## config.mk

```make
export PLATFORM = sky130hd
export DESIGN_NAME = branch_exec_unit_flat
export DESIGN_NICKNAME = d
export VERILOG_FILES = /design/src/rtl/branch_exec_unit_if.sv /design/src/rtl/branch_exec_unit.sv /design/src/flat_wrapper.sv
export SDC_FILE = /design/constraint.sdc
export NUM_CORES = 1
export LEC_CHECK = 0
export CAP_MARGIN = 20
export CORE_ASPECT_RATIO = 0.8
export CORE_MARGIN = 5
export CORE_UTILIZATION = 33
export DETAILED_ROUTE_END_ITERATION = 8
export DONT_BUFFER_PORTS = 1
export GPL_TIMING_DRIVEN = 0
export HOLD_SLACK_MARGIN = 0.08
export PLACE_DENSITY = 0.5
export SLEW_MARGIN = 20
export SYNTH_ARGS = -nofsm -noshare
export SYNTH_HDL_FRONTEND = slang
export SYNTH_SLANG_ARGS = --single-unit
```

## constraint.sdc

```tcl
create_clock -name clk -period 8.4 [get_ports clk]
set_clock_uncertainty 0.15 [all_clocks]
set_input_delay 1.26 -clock clk [delete_from_list [all_inputs] [get_ports clk]]
set_output_delay 1.26 -clock clk [all_outputs]
set_load 0.02 [all_outputs]
```

## src/rtl/branch_exec_unit_if.sv

```systemverilog
// Branch unit bus bundle: issue port from the branch queue, PRF read port,
// and the CDB request/grant/broadcast port. The unit itself uses the slave
// modport. The queue/PRF/arbiter side uses the master modport.
interface branch_exec_unit_if #(
  parameter int XLEN   = 32,
  parameter int PREG_W = 6,
  parameter int ROB_W  = 5
);
  logic              flush;

  logic              issue_valid;
  logic              issue_ready;
  logic [1:0]        issue_op;
  logic [2:0]        issue_funct3;
  logic [XLEN-1:0]   issue_pc;
  logic [XLEN-1:0]   issue_imm;
  logic [PREG_W-1:0] issue_ps1;
  logic [PREG_W-1:0] issue_ps2;
  logic [PREG_W-1:0] issue_pd;
  logic [ROB_W-1:0]  issue_rob_idx;
  logic              issue_pred_tk;
  logic [XLEN-1:0]   issue_pred_tgt;

  logic [PREG_W-1:0] prf_raddr1;
  logic [PREG_W-1:0] prf_raddr2;
  logic [XLEN-1:0]   prf_rdata1;
  logic [XLEN-1:0]   prf_rdata2;

  logic              cdb_req;
  logic              cdb_grant;
  logic              cdb_valid;
  logic [PREG_W-1:0] cdb_pd;
  logic [XLEN-1:0]   cdb_data;
  logic [ROB_W-1:0]  cdb_rob_idx;
  logic              cdb_mispred;
  logic              cdb_taken;
  logic [XLEN-1:0]   cdb_target;

  modport master (
    output flush,
    output issue_valid, issue_op, issue_funct3, issue_pc, issue_imm,
    output issue_ps1, issue_ps2, issue_pd, issue_rob_idx,
    output issue_pred_tk, issue_pred_tgt,
    input  issue_ready,
    input  prf_raddr1, prf_raddr2,
    output prf_rdata1, prf_rdata2,
    output cdb_grant,
    input  cdb_req, cdb_valid, cdb_pd, cdb_data, cdb_rob_idx,
    input  cdb_mispred, cdb_taken, cdb_target
  );

  modport slave (
    input  flush,
    input  issue_valid, issue_op, issue_funct3, issue_pc, issue_imm,
    input  issue_ps1, issue_ps2, issue_pd, issue_rob_idx,
    input  issue_pred_tk, issue_pred_tgt,
    output issue_ready,
    output prf_raddr1, prf_raddr2,
    input  prf_rdata1, prf_rdata2,
    input  cdb_grant,
    output cdb_req, cdb_valid, cdb_pd, cdb_data, cdb_rob_idx,
    output cdb_mispred, cdb_taken, cdb_target
  );
endinterface

```

## src/rtl/branch_exec_unit.sv

```systemverilog
// Branch execution unit: S1 latches the issued op, reads the PRF and resolves
// direction/target/mispredict; S2 buffers the result until the CDB arbiter
// grants it.
//
// S2 state | meaning
// ---------+---------------------------------------------------
// S2_EMPTY | no result buffered, cdb_req low
// S2_HOLD  | result buffered, cdb_req high, outputs held stable
module branch_exec_unit #(
  parameter int XLEN   = 32,
  parameter int PREG_W = 6,
  parameter int ROB_W  = 5
) (
  input logic               clk,
  input logic               rst_n,
  branch_exec_unit_if.slave bus
);
  typedef enum logic {S2_EMPTY, S2_HOLD} s2_state_e;

  s2_state_e         s2_state_q, s2_state_d;
  logic              s2_load;
  logic              s2_valid;
  logic              s1_adv;
  logic              rdy_en;
  logic              issue_ready;

  logic              s1_valid;
  logic [1:0]        s1_op;
  logic [2:0]        s1_funct3;
  logic [XLEN-1:0]   s1_pc, s1_imm, s1_pred_tgt;
  logic [PREG_W-1:0] s1_ps1, s1_ps2, s1_pd;
  logic [ROB_W-1:0]  s1_rob_idx;
  logic              s1_pred_tk;

  logic              c_cond, c_taken, c_mispred;
  logic [XLEN-1:0]   c_link, c_tgt, c_next, c_data, c_jalr_sum;
  logic [PREG_W-1:0] c_pd;

  logic [PREG_W-1:0] s2_pd;
  logic [XLEN-1:0]   s2_data, s2_target;
  logic [ROB_W-1:0]  s2_rob_idx;
  logic              s2_mispred, s2_taken;

  assign s2_valid    = (s2_state_q == S2_HOLD);
  assign s1_adv      = !s2_valid || bus.cdb_grant;
  assign issue_ready = rdy_en && !bus.flush && (!s1_valid || s1_adv);

  // Hold issue_ready low until the first edge after reset release
  always_ff @(posedge clk or negedge rst_n) begin
    if (!rst_n) rdy_en <= 1'b0;
    else        rdy_en <= 1'b1;
  end

  // S1 register: accept a new op whenever the slot is free or draining
  always_ff @(posedge clk or negedge rst_n) begin
    if (!rst_n) begin
      s1_valid    <= 1'b0;
      s1_op       <= '0;
      s1_funct3   <= '0;
      s1_pc       <= '0;
      s1_imm      <= '0;
      s1_ps1      <= '0;
      s1_ps2      <= '0;
      s1_pd       <= '0;
      s1_rob_idx  <= '0;
      s1_pred_tk  <= 1'b0;
      s1_pred_tgt <= '0;
    end else if (bus.flush) begin
      s1_valid <= 1'b0;
    end else if (issue_ready) begin
      s1_valid <= bus.issue_valid;
      if (bus.issue_valid) begin
        s1_op       <= bus.issue_op;
        s1_funct3   <= bus.issue_funct3;
        s1_pc       <= bus.issue_pc;
        s1_imm      <= bus.issue_imm;
        s1_ps1      <= bus.issue_ps1;
        s1_ps2      <= bus.issue_ps2;
        s1_pd       <= bus.issue_pd;
        s1_rob_idx  <= bus.issue_rob_idx;
        s1_pred_tk  <= bus.issue_pred_tk;
        s1_pred_tgt <= bus.issue_pred_tgt;
      end
    end
  end

  // S1 resolve: direction, target, link value and mispredict from PRF data
  always_comb begin
    c_link     = s1_pc + XLEN'(4);
    c_jalr_sum = bus.prf_rdata1 + s1_imm;
    c_tgt      = s1_pc + s1_imm;
    c_taken    = 1'b0;
    c_pd       = '0;
    c_data     = '0;
    case (s1_funct3)
      3'b000:  c_cond = (bus.prf_rdata1 == bus.prf_rdata2);
      3'b001:  c_cond = (bus.prf_rdata1 != bus.prf_rdata2);
      3'b100:  c_cond = ($signed(bus.prf_rdata1) <  $signed(bus.prf_rdata2));
      3'b101:  c_cond = ($signed(bus.prf_rdata1) >= $signed(bus.prf_rdata2));
      3'b110:  c_cond = (bus.prf_rdata1 <  bus.prf_rdata2);
      3'b111:  c_cond = (bus.prf_rdata1 >= bus.prf_rdata2);
      default: c_cond = 1'b0;
    endcase
    case (s1_op)
      2'b00: c_taken = c_cond;
      2'b01: begin
        c_taken = 1'b1;
        c_pd    = s1_pd;
        c_data  = c_link;
      end
      2'b10: begin
        c_taken = 1'b1;
        c_tgt   = {c_jalr_sum[XLEN-1:1], 1'b0};
        c_pd    = s1_pd;
        c_data  = c_link;
      end
      default: c_taken = 1'b0;
    endcase
    c_next    = c_taken ? c_tgt : c_link;
    c_mispred = (c_taken != s1_pred_tk) || (c_taken && (c_tgt != s1_pred_tgt));
  end

  // S2 state register
  always_ff @(posedge clk or negedge rst_n) begin
    if (!rst_n) s2_state_q <= S2_EMPTY;
    else        s2_state_q <= s2_state_d;
  end

  // S2 next state: load from S1 when empty or when the held result is granted
  always_comb begin
    s2_state_d = s2_state_q;
    s2_load    = 1'b0;
    case (s2_state_q)
      S2_EMPTY: begin
        if (s1_valid) begin
          s2_state_d = S2_HOLD;
          s2_load    = 1'b1;
        end
      end
      S2_HOLD: begin
        if (bus.cdb_grant) begin
          s2_state_d = s1_valid ? S2_HOLD : S2_EMPTY;
          s2_load    = s1_valid;
        end
      end
      default: s2_state_d = S2_EMPTY;
    endcase
    if (bus.flush) begin
      s2_state_d = S2_EMPTY;
      s2_load    = 1'b0;
    end
  end

  // S2 result buffer
  always_ff @(posedge clk or negedge rst_n) begin
    if (!rst_n) begin
      s2_pd      <= '0;
      s2_data    <= '0;
      s2_rob_idx <= '0;
      s2_mispred <= 1'b0;
      s2_taken   <= 1'b0;
      s2_target  <= '0;
    end else if (s2_load) begin
      s2_pd      <= c_pd;
      s2_data    <= c_data;
      s2_rob_idx <= s1_rob_idx;
      s2_mispred <= c_mispred;
      s2_taken   <= c_taken;
      s2_target  <= c_next;
    end
  end

  assign bus.issue_ready = issue_ready;
  assign bus.prf_raddr1  = s1_ps1;
  assign bus.prf_raddr2  = s1_ps2;
  assign bus.cdb_req     = s2_valid;
  assign bus.cdb_valid   = s2_valid && bus.cdb_grant && !bus.flush;
  assign bus.cdb_pd      = s2_pd;
  assign bus.cdb_data    = s2_data;
  assign bus.cdb_rob_idx = s2_rob_idx;
  assign bus.cdb_mispred = s2_mispred;
  assign bus.cdb_taken   = s2_taken;
  assign bus.cdb_target  = s2_target;
endmodule

```

## src/flat_wrapper.sv

```systemverilog
// flat-port wrapper written by rule: the top's interface ports become plain ports
module branch_exec_unit_flat 
#(
  parameter int XLEN   = 32,
  parameter int PREG_W = 6,
  parameter int ROB_W  = 5
)
  (clk, rst_n, bus_flush, bus_issue_valid, bus_issue_op, bus_issue_funct3, bus_issue_pc, bus_issue_imm, bus_issue_ps1, bus_issue_ps2, bus_issue_pd, bus_issue_rob_idx, bus_issue_pred_tk, bus_issue_pred_tgt, bus_issue_ready, bus_prf_raddr1, bus_prf_raddr2, bus_prf_rdata1, bus_prf_rdata2, bus_cdb_grant, bus_cdb_req, bus_cdb_valid, bus_cdb_pd, bus_cdb_data, bus_cdb_rob_idx, bus_cdb_mispred, bus_cdb_taken, bus_cdb_target);
  branch_exec_unit_if #(.XLEN(XLEN), .PREG_W(PREG_W), .ROB_W(ROB_W)) bus_i ();
  input logic clk;
  input logic rst_n;
  input wire logic [$bits(bus_i.flush)-1:0] bus_flush;
  input wire logic [$bits(bus_i.issue_valid)-1:0] bus_issue_valid;
  input wire logic [$bits(bus_i.issue_op)-1:0] bus_issue_op;
  input wire logic [$bits(bus_i.issue_funct3)-1:0] bus_issue_funct3;
  input wire logic [$bits(bus_i.issue_pc)-1:0] bus_issue_pc;
  input wire logic [$bits(bus_i.issue_imm)-1:0] bus_issue_imm;
  input wire logic [$bits(bus_i.issue_ps1)-1:0] bus_issue_ps1;
  input wire logic [$bits(bus_i.issue_ps2)-1:0] bus_issue_ps2;
  input wire logic [$bits(bus_i.issue_pd)-1:0] bus_issue_pd;
  input wire logic [$bits(bus_i.issue_rob_idx)-1:0] bus_issue_rob_idx;
  input wire logic [$bits(bus_i.issue_pred_tk)-1:0] bus_issue_pred_tk;
  input wire logic [$bits(bus_i.issue_pred_tgt)-1:0] bus_issue_pred_tgt;
  output wire logic [$bits(bus_i.issue_ready)-1:0] bus_issue_ready;
  output wire logic [$bits(bus_i.prf_raddr1)-1:0] bus_prf_raddr1;
  output wire logic [$bits(bus_i.prf_raddr2)-1:0] bus_prf_raddr2;
  input wire logic [$bits(bus_i.prf_rdata1)-1:0] bus_prf_rdata1;
  input wire logic [$bits(bus_i.prf_rdata2)-1:0] bus_prf_rdata2;
  input wire logic [$bits(bus_i.cdb_grant)-1:0] bus_cdb_grant;
  output wire logic [$bits(bus_i.cdb_req)-1:0] bus_cdb_req;
  output wire logic [$bits(bus_i.cdb_valid)-1:0] bus_cdb_valid;
  output wire logic [$bits(bus_i.cdb_pd)-1:0] bus_cdb_pd;
  output wire logic [$bits(bus_i.cdb_data)-1:0] bus_cdb_data;
  output wire logic [$bits(bus_i.cdb_rob_idx)-1:0] bus_cdb_rob_idx;
  output wire logic [$bits(bus_i.cdb_mispred)-1:0] bus_cdb_mispred;
  output wire logic [$bits(bus_i.cdb_taken)-1:0] bus_cdb_taken;
  output wire logic [$bits(bus_i.cdb_target)-1:0] bus_cdb_target;
  assign bus_i.flush = bus_flush;
  assign bus_i.issue_valid = bus_issue_valid;
  assign bus_i.issue_op = bus_issue_op;
  assign bus_i.issue_funct3 = bus_issue_funct3;
  assign bus_i.issue_pc = bus_issue_pc;
  assign bus_i.issue_imm = bus_issue_imm;
  assign bus_i.issue_ps1 = bus_issue_ps1;
  assign bus_i.issue_ps2 = bus_issue_ps2;
  assign bus_i.issue_pd = bus_issue_pd;
  assign bus_i.issue_rob_idx = bus_issue_rob_idx;
  assign bus_i.issue_pred_tk = bus_issue_pred_tk;
  assign bus_i.issue_pred_tgt = bus_issue_pred_tgt;
  assign bus_issue_ready = bus_i.issue_ready;
  assign bus_prf_raddr1 = bus_i.prf_raddr1;
  assign bus_prf_raddr2 = bus_i.prf_raddr2;
  assign bus_i.prf_rdata1 = bus_prf_rdata1;
  assign bus_i.prf_rdata2 = bus_prf_rdata2;
  assign bus_i.cdb_grant = bus_cdb_grant;
  assign bus_cdb_req = bus_i.cdb_req;
  assign bus_cdb_valid = bus_i.cdb_valid;
  assign bus_cdb_pd = bus_i.cdb_pd;
  assign bus_cdb_data = bus_i.cdb_data;
  assign bus_cdb_rob_idx = bus_i.cdb_rob_idx;
  assign bus_cdb_mispred = bus_i.cdb_mispred;
  assign bus_cdb_taken = bus_i.cdb_taken;
  assign bus_cdb_target = bus_i.cdb_target;
  branch_exec_unit #(.XLEN(XLEN), .PREG_W(PREG_W), .ROB_W(ROB_W)) u_core (.clk(clk), .rst_n(rst_n), .bus(bus_i));
endmodule
```

==> impl_metrics.toml, run 1 <==
[outcome]
status = "finished, final reports clean"

[power_and_ir_drop]
clkPwrFrac_pct = 21.8
p_leak_nw = 6.881
ir_drop_mv = 0.1706
power.internal_mw = 2.630
comb_power_share_pct = 42.1
p_seq_share_pct = 36.1
power.density_nw_per_um2 = 296.2
p_sw_share_pct = 44.46
power.switching_mw = 2.105

[placed_design]
placed_cells = 2164
pre_cts_slack_ns = 3.117
dp_hpwl_mm = 44.48
io_buffers = 0
place.gp.congestion = 0.8982

[clock_tree]
cts.clk_slew.worst_paths_ns = 0.06
insertion_delay_ns = 0.54
cts_resized = 0
hold_buffers = 0
tritoncts = "yes"
htree_levels = 1
cts_setup_buffers = 0
cts_buffer_depth = 3
cts_buffers = 23
clkSinkCount = 205
cts-root-buf = "clkbuf_16"

[timing]
hold_violations = 0
tightest_slew_ns = 1.080
timing.final.crit_share_pct = 62.73
finalCriticalPeriod_ns = 5.269
fin_ws_ns = 3.131
maxSlewViolCount = 0
setup_viol = 0
finalSetupTns_ns = 0
fmax_ghz = 0.1898
rsz0062_at_grt = "no"
slew_headroom_pct = 27.99

[logic_synthesis]
netlist_top_cells_area = "dfrtp_1, mux2_2, ha_1"
synth_cells = 1602
netlist_area_um2 = 14510
yosysMostFrequentCell = "nand2_1"
synth_commonest_cells = "nand2_1, dfrtp_1, mux2_2, o21ai_0, a21oi_1"
synth_compound_area_share_pct = 17.99
synth_edf_count = 0
yosys.area_share.simple_pct = 16.77
async_flop_share_pct = 100.0
synth_xor_area_share_pct = 5.383
synth_top_family_by_area = "compound AO/OA/AOI/OAI gates"
synth.net_count = 1895
yosysWarnings = 0
muxShareOfSynthArea_pct = 11.94
synth-adder-area-share_pct = 8.643
synth_top_area_share_pct = 35.37
ys.flop_type = "dfrtp_1"
synth_area_per_cell_um2 = 9.054
ys_seq_elements = 205
ys_types = 78
ys_seq_area_share_pct = 35.37
yosys.area.top_type = "dfrtp_1"

[finish]
area_growth_pct = 10.20
nets = 1922
stdcell_count = 2208
fill_cells = 4424
drive_gt1_share_pct = 12.58

[grt]
grt_pass1_wl_mm = 79.64
antenna_found_initial = 7
grt_usage_pct = 21.73
grt-ovfl-total = 0
grt_pass1_vias = 11798
grt_max_degree = 206

[die]
die_h_um = 197.5
row_count = 68
start_util_pct = 33.49
pin_count = 286
core_um2 = 43310
dieArea_um2 = 48270
dieWidth_um = 244.4

[worst_setup_path]
start_kind = "register"
cp-startpoint = "u_core.s1_op[0]$_DFFE_PN0P_"
critPathMaxFanout = 10
r2r-start = "u_core.s1_op[0]$_DFFE_PN0P_"
worstReg2RegEnd = "u_core.bus.cdb_mispred$_DFFE_PN0P_"
endpoint = "u_core.bus.cdb_mispred$_DFFE_PN0P_"
end_kind = "register"
worstPathArrival_ns = 5.53
worst-r2r-setup-slack_ns = 3.13
worstSetupPathType = "reg2reg"
required_ns = 8.67
reg2regPathDepth = 12

[detailed_routing]
drc = 0
via_per_inst = 5.642
avgRoutedWirePerCell_um = 24.78
drt_iter0_drc = 1204
vias = 12457
antenna_left = 0
wl_mm = 54.71
firstDrtPassIters = 8

[job]
max_cap_viol_count = 0

[min_path]
hp-class = "in2async"
## state kept, by name, summed over array words and instances, names as in the netlist, 2 cells and up
register                count
u_core.bus.cdb_data        32
u_core.bus.cdb_target      32
u_core.s1_imm              32
u_core.s1_pc               32
u_core.s1_pred_tgt         32
u_core.bus.cdb_pd           6
u_core.bus.prf_raddr1       6
u_core.bus.prf_raddr2       6
u_core.s1_pd                6
u_core.bus.cdb_rob_idx      5
u_core.s1_rob_idx           5
u_core.s1_funct3            3
u_core.s1_op                2
## metrics by stage
stage               area [um^2]  total power, mW  hold WS, ns  util [%]
floorplan                 14510            3.047       0.2848         -
global placement          15210            3.671       0.2950     35.11
detailed placement        15230            3.700       0.3005     35.17
CTS                       15980            4.757       0.2507     36.89
global route              15980            5.040       0.2580     36.90
finish                    15990            4.735       0.2904     36.91
## power groups by stage
| stage | logic (mW) | clock network (mW) | registers [mW] |
|---|---|---|---|
| 4_1_cts | 1.98 | 1.06 | 1.72 |
| 6_report | 1.99 | 1.03 | 1.71 |
| 3_5_place_dp | 1.96 | 0 | 1.74 |
| 3_3_place_gp | 1.94 | 0 | 1.73 |
| 5_1_grt | 2.20 | 1.10 | 1.74 |
| 2_1_floorplan | 1.46 | 0 | 1.59 |
## cells by family (layout without fill, tap and decap cells)
group / Yosys count / count (layout)
flops: 205 / 205
mux: 156 / 156
compound gates: 411 / 411
simple gates: 500 / 500
fa+ha+maj: 99 / 99
buf+inv: 144 / 187
xor+xnor: 86 / 86
other cells: 1 / 4
## per-layer routing
metal | vias up | wire length [um] | GRT usage [%]
li1 | 5880 | - | -
met1 | 6134 | 25600 | 31.33
met2 | 375 | 24580 | 34.27
met3 | 58 | 3580 | 4.816
met4 | 10 | 889 | 3.405
met5 | - | 59 | 0
## worst min path at each step
| stage | startpoint | to | slack [ns] | cells after the start |
|---|---|---|---|---|
| final | rst_n | u_core.s1_imm[7]$_DFFE_PN0P_ | 0.29 | 0 |
| after global routing | rst_n | u_core.s1_funct3[2]$_DFFE_PN0P_ | 0.26 | 0 |
| after CTS | rst_n | u_core.s1_funct3[2]$_DFFE_PN0P_ | 0.25 | 0 |
| after detailed placement | u_core.s1_rob_idx[1]$_DFFE_PN0P_ | u_core.bus.cdb_rob_idx[1]$_DFFE_PN0P_ | 0.30 | 2 |
| after global placement | u_core.s1_rob_idx[3]$_DFFE_PN0P_ | u_core.bus.cdb_rob_idx[3]$_DFFE_PN0P_ | 0.30 | 2 |
| after floorplan | u_core.s1_rob_idx[0]$_DFFE_PN0P_ | u_core.bus.cdb_rob_idx[0]$_DFFE_PN0P_ | 0.28 | 2 |
## critical path: stages, from the launching register on
cell and delay (ns):
dfrtp_1 0.38, inv_1 0.10, ha_1 0.15, clkbuf_1 0.61, clkbuf_1 0.65, clkbuf_1 0.59, nor3_1 0.26, a2111oi_0 0.91
nand4_1 0.29, nor4_2 0.41, nand4_1 0.20, nor4_1 0.38, nor2_1 0.07
## area by class of cell
cell class | count | area, um^2 | area share (%)
diodes | 3 | 7.507 | 0.04696
plain buffers | 81 | 326.6 | 2.043
clock buffers | 31 | 635.6 | 3.976
clock inverters | 10 | 112.6 | 0.7044
inverters | 63 | 236.5 | 1.479
multi-input cells | 1253 | 8818 | 55.17
flip-flops and latches | 205 | 5130 | 32.09
well taps | 560 | 700.7 | 4.383
repair buffers | 2 | 17.52 | 0.1096
## cell usage in the layout, fill, tap and decap left out, types with 26 or more instances in the layout
cell type and instances:
a21o_1 28, dfrtp_1 205, nand3_1 56, xor2_1 38, ha_1 97, a21oi_1 107
nand4_1 36, xnor2_1 46, nor2_1 68, nor3_1 26, mux2_2 136, o21ai_0 116
inv_1 63, clkbuf_1 71, nand2_1 208
No activity file was read; power rests on OpenSTA's default activity.
==> inputs of run 2 (changes only) <==
- clock period: 8.4 -> 5.2 ns (I/O delays scaled with it)
==> run 2 against run 1 <==
Against the previous run:
- the run now ends with negative hold slack left
- fmax grew 7.6%
- register-to-register slack worse by 2.8 ns
- setup slack got worse by 2.8 ns
- largest power group unchanged
- die area stayed put
- critical endpoint unchanged
- non-clock buffer count decreased by 1
- clock power up 62%
- core utilization unchanged
==> impl_metrics.toml, run 2 (synthesis gave the netlist of run 1 again) <==
[outcome]
status = "complete, but fails checks"
violations = "negative hold slack"

[placed_design]
place.gp.congestion = 0.8982
io_buffers = 0
dp_hpwl_mm = 44.48

[detailed_routing]
maxUsedRoutingLayer = "met5"
vias = 12413
antenna_left = 0
drc = 0
avgRoutedWirePerCell_um = 24.72
via_per_inst = 5.622
wl_mm = 54.58
drt_iter0_drc = 1223
drt-met1-wl_mm = 25.32
dr_wl_met2_mm = 24.53
firstDrtPassIters = 5
route.met3.wl_mm = 3.758

[power_and_ir_drop]
p_seq_share_pct = 36.1
p_leak_nw = 6.879
comb_power_share_pct = 42.0
power.switching_mw = 3.389
p_sw_share_pct = 44.37
power.density_nw_per_um2 = 477.8
power.internal_mw = 4.249
ir_drop_mv = 0.2751
clkPwrFrac_pct = 21.9
fin_total_pwr_mw = 7.638

[timing]
finalSetupTns_ns = 0
slew_headroom_pct = 29.66
rsz0062_at_grt = "no"
finalCriticalPeriod_ns = 4.896
worst_hold_slack_ns = -0.1886
hold_violations = 131
fmax_ghz = 0.2042
setup_viol = 0
tightest_slew_ns = 1.055
maxSlewViolCount = 0
timing.final.crit_share_pct = 94.16

[worst_setup_path]
endpoint = "u_core.bus.cdb_mispred$_DFFE_PN0P_"
start_kind = "register"
worstReg2RegEnd = "u_core.bus.cdb_mispred$_DFFE_PN0P_"
end_kind = "register"
worstPathArrival_ns = 5.16
cp-startpoint = "u_core.s1_op[0]$_DFFE_PN0P_"
reg2regPathDepth = 11
r2r-start = "u_core.s1_op[0]$_DFFE_PN0P_"
critPathMaxFanout = 10
worst-r2r-setup-slack_ns = 0.30
required_ns = 5.47
worstSetupPathType = "reg2reg"

[finish]
layout_common_cells = "nand2_1, dfrtp_1, mux2_2"
drive_gt1_share_pct = 12.59
area_growth_pct = 10.20
nets = 1921
final_common_cell = "nand2_1"

[die]
core_um2 = 43310
dieWidth_um = 244.4
pin_count = 286
start_util_pct = 33.49
row_count = 68
dieArea_um2 = 48270
die_h_um = 197.5

[clock_tree]
htree_levels = 1
cts_buffers = 23
tritoncts = "yes"
cts-root-buf = "clkbuf_16"
clkSinkCount = 205
cts_buffer_depth = 3
insertion_delay_ns = 0.54
cts.clk_slew.worst_paths_ns = 0.06

[job]
max_cap_viol_count = 0

[grt]
grt-ovfl-total = 0
grt_usage_pct = 21.73
antenna_found_initial = 7
grt_max_degree = 206
grt_pass1_wl_mm = 79.64
grt_pass1_vias = 11798

[min_path]
hp-class = "in2async"
[run 2: worst min path at each step]
stage                                            endpoint  slack [ns]                              from  cells after the start
finish                       u_core.s1_imm[7]$_DFFE_PN0P_       -0.19                             rst_n                      0
global route              u_core.s1_funct3[2]$_DFFE_PN0P_       -0.22                             rst_n                      0
CTS                       u_core.s1_funct3[2]$_DFFE_PN0P_       -0.23                             rst_n                      0
detailed placement  u_core.bus.cdb_rob_idx[1]$_DFFE_PN0P_        0.30  u_core.s1_rob_idx[1]$_DFFE_PN0P_                      2
global placement    u_core.bus.cdb_rob_idx[3]$_DFFE_PN0P_        0.30  u_core.s1_rob_idx[3]$_DFFE_PN0P_                      2
floorplan           u_core.bus.cdb_rob_idx[0]$_DFFE_PN0P_        0.28  u_core.s1_rob_idx[0]$_DFFE_PN0P_                      2
[run 2: what timing repair did]
action                                  in CTS  in global routing
resized for setup                            0                  1
setup buffers                                0                  0
hold endpoints to repair                   205                205
endpoints found under the setup margin       0                  1
[run 2: worst max-delay path, cell delays in order, from the launching register on]
cell and delay, ns:
dfrtp_1 0.38, inv_1 0.10, ha_1 0.60, clkbuf_1 0.65
clkbuf_1 0.58, nor3_1 0.28, a2111oi_1 0.73, nand4_1 0.28
nor4_2 0.38, nand4_1 0.19, nor4_1 0.38, nor2_1 0.07
[run 2: cell type report]
| class | instances | area [um^2] |
|---|---|---|
| Fill cell | 4421 | 27320 |
| Multi-Input combinational cell | 1253 | 8820 |
| Sequential cell | 205 | 5130 |
| Tap cell | 560 | 700.7 |
| Clock buffer | 31 | 635.6 |
| Buffer | 80 | 322.8 |
| Inverter | 63 | 236.5 |
| Clock inverter | 10 | 112.6 |
| Timing Repair Buffer | 2 | 17.52 |
| Antenna cell | 4 | 10.01 |
[run 2: power by group through the flow]
stage / sequential (mW) / clock (mW) / combinational [mW]
5_1_grt: 2.81 / 1.78 / 3.55
3_3_place_gp: 2.80 / 0 / 3.13
3_5_place_dp: 2.81 / 0 / 3.17
2_1_floorplan: 2.57 / 0 / 2.35
6_report: 2.76 / 1.67 / 3.21
4_1_cts: 2.78 / 1.71 / 3.19
[run 2: metal layers]
metal  GRT usage, %  vias to the layer above
met5              0                        -
met4          3.405                        8
met3          4.816                       61
met2          34.27                      399
met1          31.33                     6075
li1               -                     5870
[run 2: stage by stage]
stage	hold slack, ns	utilization, %	instance area, um^2	instances	setup slack [ns]
floorplan	0.2848	-	14510	1602	1.278
global route	-0.2220	36.89	15980	2205	0.1351
CTS	-0.2293	36.89	15980	2205	0.01947
finish	-0.1886	36.91	15990	2208	0.3037
global placement	0.2950	35.11	15210	2162	0.02866
detailed placement	0.3005	35.17	15230	2164	0.1130
